**config.mk**
```make
export PLATFORM = sky130hd
export DESIGN_NAME = wb_arbiter
export DESIGN_NICKNAME = d
export VERILOG_FILES = /design/src/rtl/wb_arbiter.sv
export SDC_FILE = /design/constraint.sdc
export NUM_CORES = 1
export LEC_CHECK = 0
export ABC_AREA = 1
export BUFFER_PORTS_ARGS = -buffer_cell sky130_fd_sc_hd__buf_2
export CORE_AREA = 3 3 119 121
export CTS_CLUSTER_DIAMETER = 80
export CTS_CLUSTER_SIZE = 28
export DETAILED_ROUTE_END_ITERATION = 8
export DIE_AREA = 0 0 122 124
export GPL_TIMING_DRIVEN = 1
export MAX_ROUTING_LAYER = met4
export SLEW_MARGIN = 10
export SYNTH_ARGS = -nofsm -noshare
export SYNTH_HDL_FRONTEND = slang
export SYNTH_SLANG_ARGS = --single-unit
```
**constraint.sdc**
```tcl
create_clock -name clk -period 1.3 [get_ports clk]
set_input_delay 0.26 -clock clk [delete_from_list [all_inputs] [get_ports clk]]
set_output_delay 0.26 -clock clk [all_outputs]
set_load 0.005 [all_outputs]
```
**src/rtl/wb_arbiter.sv**
```systemverilog
// Two-master, one-slave Wishbone classic arbiter.
//
// Sits between the core's data port (m0) and instruction port (m1) and the single memory-side
// bus to unified RAM. Arbitration is round-robin with a registered grant. Once granted, a master
// keeps the bus for as long as it holds cyc. A per-access watchdog returns err to the granted
// master if the slave leaves a strobe unanswered for TIMEOUT cycles.
//
// Ports:
//   clk, rst                 clock, synchronous active-high reset
//   m0_* (data port)         cyc/stb/we/adr/dat_w/sel in, dat_r/ack/err out
//   m1_* (instruction port)  same as m0_*
//   s_*                      slave-side request out, dat_r/ack/err in
//   gnt                      one-hot current grant (bit0 = m0, bit1 = m1), 00 when idle
module wb_arbiter #(
    parameter int unsigned ADR_W   = 30,
    parameter int unsigned DAT_W   = 32,
    parameter int unsigned SEL_W   = DAT_W / 8,
    parameter int unsigned TIMEOUT = 255
) (
    input  logic             clk,
    input  logic             rst,

    input  logic             m0_cyc,
    input  logic             m0_stb,
    input  logic             m0_we,
    input  logic [ADR_W-1:0] m0_adr,
    input  logic [DAT_W-1:0] m0_dat_w,
    input  logic [SEL_W-1:0] m0_sel,
    output logic [DAT_W-1:0] m0_dat_r,
    output logic             m0_ack,
    output logic             m0_err,

    input  logic             m1_cyc,
    input  logic             m1_stb,
    input  logic             m1_we,
    input  logic [ADR_W-1:0] m1_adr,
    input  logic [DAT_W-1:0] m1_dat_w,
    input  logic [SEL_W-1:0] m1_sel,
    output logic [DAT_W-1:0] m1_dat_r,
    output logic             m1_ack,
    output logic             m1_err,

    output logic             s_cyc,
    output logic             s_stb,
    output logic             s_we,
    output logic [ADR_W-1:0] s_adr,
    output logic [DAT_W-1:0] s_dat_w,
    output logic [SEL_W-1:0] s_sel,
    input  logic [DAT_W-1:0] s_dat_r,
    input  logic             s_ack,
    input  logic             s_err,

    output logic [1:0]       gnt
);

    // Counter is one bit wide even when the watchdog is disabled, to keep the vector legal.
    localparam int unsigned WdW = (TIMEOUT > 1) ? $clog2(TIMEOUT + 1) : 1;
    localparam logic [WdW-1:0] WdLast = (TIMEOUT > 0) ? WdW'(TIMEOUT - 1) : '0;

    typedef enum logic [1:0] {StIdle, StGnt0, StGnt1} state_e;

    state_e           state_q, state_d;
    logic             last_gnt_q, last_gnt_d;   // 0: m0 was served last, 1: m1
    logic [WdW-1:0]   wd_cnt_q, wd_cnt_d;

    logic             gnt0, gnt1;
    logic             req_cyc, req_stb;
    logic             wd_err;

    // State register
    always_ff @(posedge clk) begin
        if (rst) begin
            state_q    <= StIdle;
            last_gnt_q <= 1'b1;                 // m0 wins the first tie
            wd_cnt_q   <= '0;
        end else begin
            state_q    <= state_d;
            last_gnt_q <= last_gnt_d;
            wd_cnt_q   <= wd_cnt_d;
        end
    end

    // Next-state logic
    always_comb begin
        state_d    = state_q;
        last_gnt_d = last_gnt_q;
        unique case (state_q)
            StIdle: begin
                if (m0_cyc && m1_cyc) begin
                    state_d = last_gnt_q ? StGnt0 : StGnt1;
                end else if (m0_cyc) begin
                    state_d = StGnt0;
                end else if (m1_cyc) begin
                    state_d = StGnt1;
                end
            end
            // Grant is locked until the owner drops cyc; the other master always re-arbitrates
            // through StIdle.
            StGnt0: begin
                if (!m0_cyc) begin
                    state_d    = StIdle;
                    last_gnt_d = 1'b0;
                end
            end
            StGnt1: begin
                if (!m1_cyc) begin
                    state_d    = StIdle;
                    last_gnt_d = 1'b1;
                end
            end
            default: state_d = StIdle;
        endcase
    end

    // Outputs and routing
    always_comb begin
        // Qualifying with rst drops any response arriving in the reset cycle itself.
        gnt0    = (state_q == StGnt0) && !rst;
        gnt1    = (state_q == StGnt1) && !rst;
        gnt     = {gnt1, gnt0};

        req_cyc = 1'b0;
        req_stb = 1'b0;
        s_we    = 1'b0;
        s_adr   = '0;
        s_dat_w = '0;
        s_sel   = '0;
        if (gnt0) begin
            req_cyc = m0_cyc;
            req_stb = m0_stb;
            s_we    = m0_we;
            s_adr   = m0_adr;
            s_dat_w = m0_dat_w;
            s_sel   = m0_sel;
        end else if (gnt1) begin
            req_cyc = m1_cyc;
            req_stb = m1_stb;
            s_we    = m1_we;
            s_adr   = m1_adr;
            s_dat_w = m1_dat_w;
            s_sel   = m1_sel;
        end

        // A real ack or err in the expiry cycle takes precedence over the timeout.
        wd_err = (TIMEOUT != 0) && req_stb && !s_ack && !s_err && (wd_cnt_q == WdLast);

        // The request is withdrawn from the slave during the timeout cycle.
        s_cyc = req_cyc & ~wd_err;
        s_stb = req_stb & ~wd_err;

        m0_ack   = gnt0 & s_ack & s_stb;
        m1_ack   = gnt1 & s_ack & s_stb;
        m0_err   = gnt0 & ((s_err & s_stb) | wd_err);
        m1_err   = gnt1 & ((s_err & s_stb) | wd_err);
        m0_dat_r = s_dat_r;
        m1_dat_r = s_dat_r;
    end

    // Watchdog counts consecutive unanswered strobe cycles of the current grant.
    always_comb begin
        if ((TIMEOUT == 0) || (state_d != state_q) || !req_stb || s_ack || s_err || wd_err) begin
            wd_cnt_d = '0;
        end else begin
            wd_cnt_d = wd_cnt_q + 1'b1;
        end
    end

endmodule

```
Yosys cells after proc, flatten, opt, wreduce, memory -nomap -nowiden
Index checks and enable logic that the tools add are counted.

$add $sub $neg: 1. Reduce and logical (&&, ||, !) cells: 18. Multiplexer cells: 22. Bitwise operators: 11. Eq/ne operators: 6.

Operator list (number): $mux W32 (2); $mux W30 (2); $mux W2 (6); $and A1 B1 Y1 (9); $add A8 B1 Y8 const B (1); $eq A8 B8 Y1 const B (1); $mux W1 (8); $mux W4 (2); $logic_and A1 B1 Y1 (6); $pmux W2 S3 (1); $logic_not A1 Y1 (4); $logic_or A1 B1 Y1 (4); $ne A2 B2 Y1 const B (2); $reduce_and A3 Y1 (1); $eq A2 B1 Y1 const B (1); $eq A2 B2 Y1 const B (1); $logic_not A2 Y1 (1); $ne A2 B2 Y1 (1); $pmux W1 S2 (1); $reduce_bool A2 Y1 (1); $reduce_or A2 Y1 (1); $not A1 Y1 (1); $or A1 B1 Y1 (1).

Output and inout port bits: 139. Flip-flop bits (word level): 11. Logic and storage cells: 61. Input bits: 174.

Logic depth before layout (Yosys ltp)
Depth in word-level cells: 12. Gate-level depth with buffers: 9. Mapped depth without buffers: 8.

Worst setup path before layout
No wires, ideal clock.

Path type: register -> output. From: reg state_q[1]. To: out s_adr[11]. Setup slack: -16 ps. Data arrival time: 1056 ps. Stages on the path, launching flop included: 8. Required time: 1040 ps. Path buffers: 2. Cells stage by stage: dfxtp_1 > inv_2 > nor2_4 > nand2_4 > inv_4 > buf_8 > buf_6 > a22o_1.

Longest elaborated chain between the ends: 4. Elaborated cells on any way between the ends: 6. Classes of those cells: 2 x eq/ne; 2 x mux; 2 x reduce/logical.

RTL lines: start, declared (line 62) `state_e state_q, state_d;`; start signal, assigned (line 73) `state_q <= StIdle;`; start signal, assigned (line 77) `state_q <= state_d;`; $eq A2 B2 Y1 (line 119) `gnt1 = (state_q == StGnt1) && !rst;`; $logic_and A1 B1 Y1 (line 119); $mux W30 (line 135) `end else if (gnt1) begin`; $mux W30 (*) (line 128) `if (gnt0) begin`; end, declared (line 46) `output logic [ADR_W-1:0] s_adr,`.

Mark *: on every way between the ends. The rest lies on a longest branch, timed or not.

Final worst setup path
From: reg state_q[0]. To: out m1_err.

Longest elaborated chain between the ends: 12. Elaborated cells on any way between the ends: 14. Classes of those cells: 2 x eq/ne; 2 x mux; 5 x bitwise; 5 x reduce/logical.

RTL lines: $eq A2 B2 Y1 (line 119); $logic_and A1 B1 Y1 (line 119); $mux W1 (line 135); $mux W1 (line 128); $logic_and A1 B1 Y1 (3 in a row) (line 145) `wd_err = (TIMEOUT != 0) && req_stb && !s_ack && !s_err && (wd_cnt_q == WdLast);`; $not A1 Y1 (line 149) `s_stb = req_stb & ~wd_err;`; $and A1 B1 Y1 (line 149); $and A1 B1 Y1 (line 154) `m1_err = gnt1 & ((s_err & s_stb) | wd_err);`; $or A1 B1 Y1 (line 154); $and A1 B1 Y1 (*) (line 154); end, declared (line 41) `output logic m1_err,`.

Marked as above.

==> results.py <==
metrics = {
    "min_path": {
        "min-delay-start": "rst",
        "hold_class": "input pin to flop",
    },
    "global_route": {
        "grt_pass1_wl_um": 13700,
        "grt_pass1_vias": 2262,
        "grt_overflow": 0,
        "grt_usage": 0.128,
        "grt_max_degree": 31,
        "antenna_found_initial": 2,
    },
    "worst_setup_path": {
        "end_kind": "primary output",
        "cp.buffers_inverters": 3,
        "rr_startpoint": "state_q[0]$_SDFF_PP0_",
        "crit_slowest_cell": "dfxtp_2",
        "worstSetupPathType": "flop to primary output",
        "critical_path.max_stage_delay_ns": 0.32,
        "path_cells": "buf_6 > nor2_4 > buf_6 > nand3_4 > nand2_4 > nand3_4 > a21oi_2 > buf_2",
        "path_delay_family": "simple AND/OR/NAND/NOR gates",
        "cp-start-kind": "flop",
        "worstPathRequired_ns": 1.04,
        "cp_data_arrival_time_ns": 1.49,
        "crit_path_max_fanout": 4,
        "critPathLaunch": "state_q[0]$_SDFF_PP0_",
    },
    "yosys": {
        "yosysSeqAreaShare": 0.121,
        "ys_ff_latch": 11,
        "synth.top_cell.area_share": 0.322,
        "postSynthCellCount": 236,
        "avgSynthCellArea_sq_um": 7.73,
        "synthesis.area_sq_um": 1820,
        "ys.warnings.count": 0,
        "ys_types": 27,
        "yosysTopAreaCell": "a22o_1",
        "synth_area_leaders": "a22o_1, buf_4, dfxtp_1",
        "synth_nets": 412,
    },
    "die": {
        "initial_core_util": 0.138,
        "io_pins": 313,
        "die_h_um": 124,
        "die_w_um": 122,
        "dieArea_sq_um": 15100,
        "num_rows": 42,
        "core_sq_um": 13200,
    },
    "finish": {
        "syn_to_final_growth_pct": 86.3,
        "fin_util": 0.258,
        "finalNetCount": 596,
        "fin_cells": 597,
        "drive_above_1_share": 0.702,
        "final_area_sq_um": 3400,
    },
    "outcome": {
        "outcome": "finished, violations left",
        "failed_checks": "setup timing",
    },
    "drt": {
        "via_count": 2468,
        "wire_per_inst_um": 18.4,
        "firstDrtPassIters": 4,
        "drc": 0,
        "wirelength_um": 11000,
        "post_drt_via_cell_ratio": 4.13,
        "ant_nets": 0,
        "initialDrtViolationCount": 86,
    },
    "timing": {
        "rsz0062_at_grt": "true",
        "slew_violations": 0,
        "hold_violations": 0,
        "slew_headroom": 0.817,
        "finClkSkew_ns": 0.00123,
        "setup_violations": 83,
        "tightest_slew_ns": 0.273,
        "setup_ws_ns": -0.454,
        "post-route-period-util": 1.35,
        "clock.fmax_ghz": 0.570,
        "min_period_ns": 1.75,
    },
    "clock_tree": {
        "cts_sinks": 11,
        "cts_buffer_depth": 2,
        "clk_pin_slew_ns": 0.04,
        "numCtsBuffers": 3,
        "cts_tree": "done",
        "clk_latency_ns": 0.23,
        "htreeDepth": 1,
        "cts_root_buf": "clkbuf_16",
    },
    "placement": {
        "place_area_sq_um": 2750,
        "hpwl_um": 8390,
        "gp_congestion": 0.766,
        "io_buffers": 216,
        "dp.cells": 573,
    },
    "pwr": {
        "p_per_area_nw_per_um2": 473,
        "power_leakage_uw": 0.00185,
        "ir_drop_mv": 0.512,
    },
    "run": {
        "maxCapViolations": 0,
    },
}
cells in the mapped netlist:
cell type,instances
nand2_2,1
o21ai_0,1
buf_8,1
xnor2_1,2
buf_2,5
buf_6,2
nand2_1,20
a22o_1,67
inv_4,1
nand2_4,1
clkinv_2,1
inv_1,9
inv_2,2
xor2_1,3
ha_1,2
o21ai_2,1
nand4_4,1
dfxtp_1,11
o211ai_1,2
buf_4,72
a21oi_1,4
nor2_4,1
nand4_1,3
nor2_2,1
nand3_2,1
nor2_1,17
nand3_1,4
final cells by class:
class	count	area, sq um
sequential	11	223
antenna	2	5.00
multi-input combinational	132	1080
tap	176	220
clock buffer	4	78.8
timing repair buffer	259	1730
inverter	13	66.3
fill	1434	9790
path summary, 6_finish.rpt:
check	slack (ns)	end	cells after the start
worst min register to register	0.50	last_gnt_q$_SDFFE_PP1P_	2
worst min-delay path	0.29	state_q[1]$_SDFF_PP0_	3
worst max register to register	-0.05	wd_cnt_q[4]$_SDFF_PP0_	8
worst max-delay path	-0.45	m1_err	8
power by group:
group / switching, uW / internal (uW) / total [uW]
registers: 3.92 / 345 / 349
clock network: 139 / 410 / 549
logic: 303 / 408 / 711
routing by layer:
layer / GRT usage / up-vias / wire length, um
met5: - / - / 0
met3: 0.0459 / 19 / 1270
li1: - / 1151 / -
met1: 0.176 / 1120 / 4950
met2: 0.182 / 178 / 4650
met4: 0.0210 / 0 / 95
tightest hold or removal path, cell delays in order:
cell    delay, ns
buf_2        0.09
buf_4        0.10
nor2_1       0.03
per-stage QoR:
stage,worst slack (ns),power [uW],TNS [ns],hold WS [ns]
CTS,-0.427,1620,-29.37,0.293
global placement,-0.292,932,-11.36,0.485
global route,-0.518,1710,-35.92,0.295
finish,-0.454,1610,-29.92,0.288
floorplan,0.00109,701,0,0.325
detailed placement,-0.306,928,-11.13,0.489
cells in the final DEF, fill, tap and decap left out, types with 6 or more instances in the layout:
master	n
inv_1	8
buf_12	7
dfxtp_1	9
nor2_1	15
buf_4	23
clkbuf_16	6
buf_2	202
a22o_1	58
a22o_4	9
buf_6	19
nand2_1	16
state kept, by name, indices dropped and copies added (netlist names):
signal	cells
last_gnt_q	1
state_q	2
wd_cnt_q	8
cells by family (layout without fill, tap and decap cells):
logic type,count (synthesis),in the layout,synth area share
buffers and inverters,93,276,0.359
adder cells (fa/ha/maj),2,2,0.0137
AND/OR/NAND/NOR,50,50,0.134
other,0,2,0
AO/OA/AOI/OAI,75,75,0.348
flip-flops,11,11,0.121
XOR/XNOR,5,5,0.0240
what timing repair did:
action	4_1_cts	5_1_grt
pin swaps	29	35
resized for setup	46	16
hold buffers	0	0
cloned	6	4
buffers inserted	10	3
hold endpoints to repair	0	0
endpoints found under the setup margin	75	79
Power figures use the tool's default switching activity.
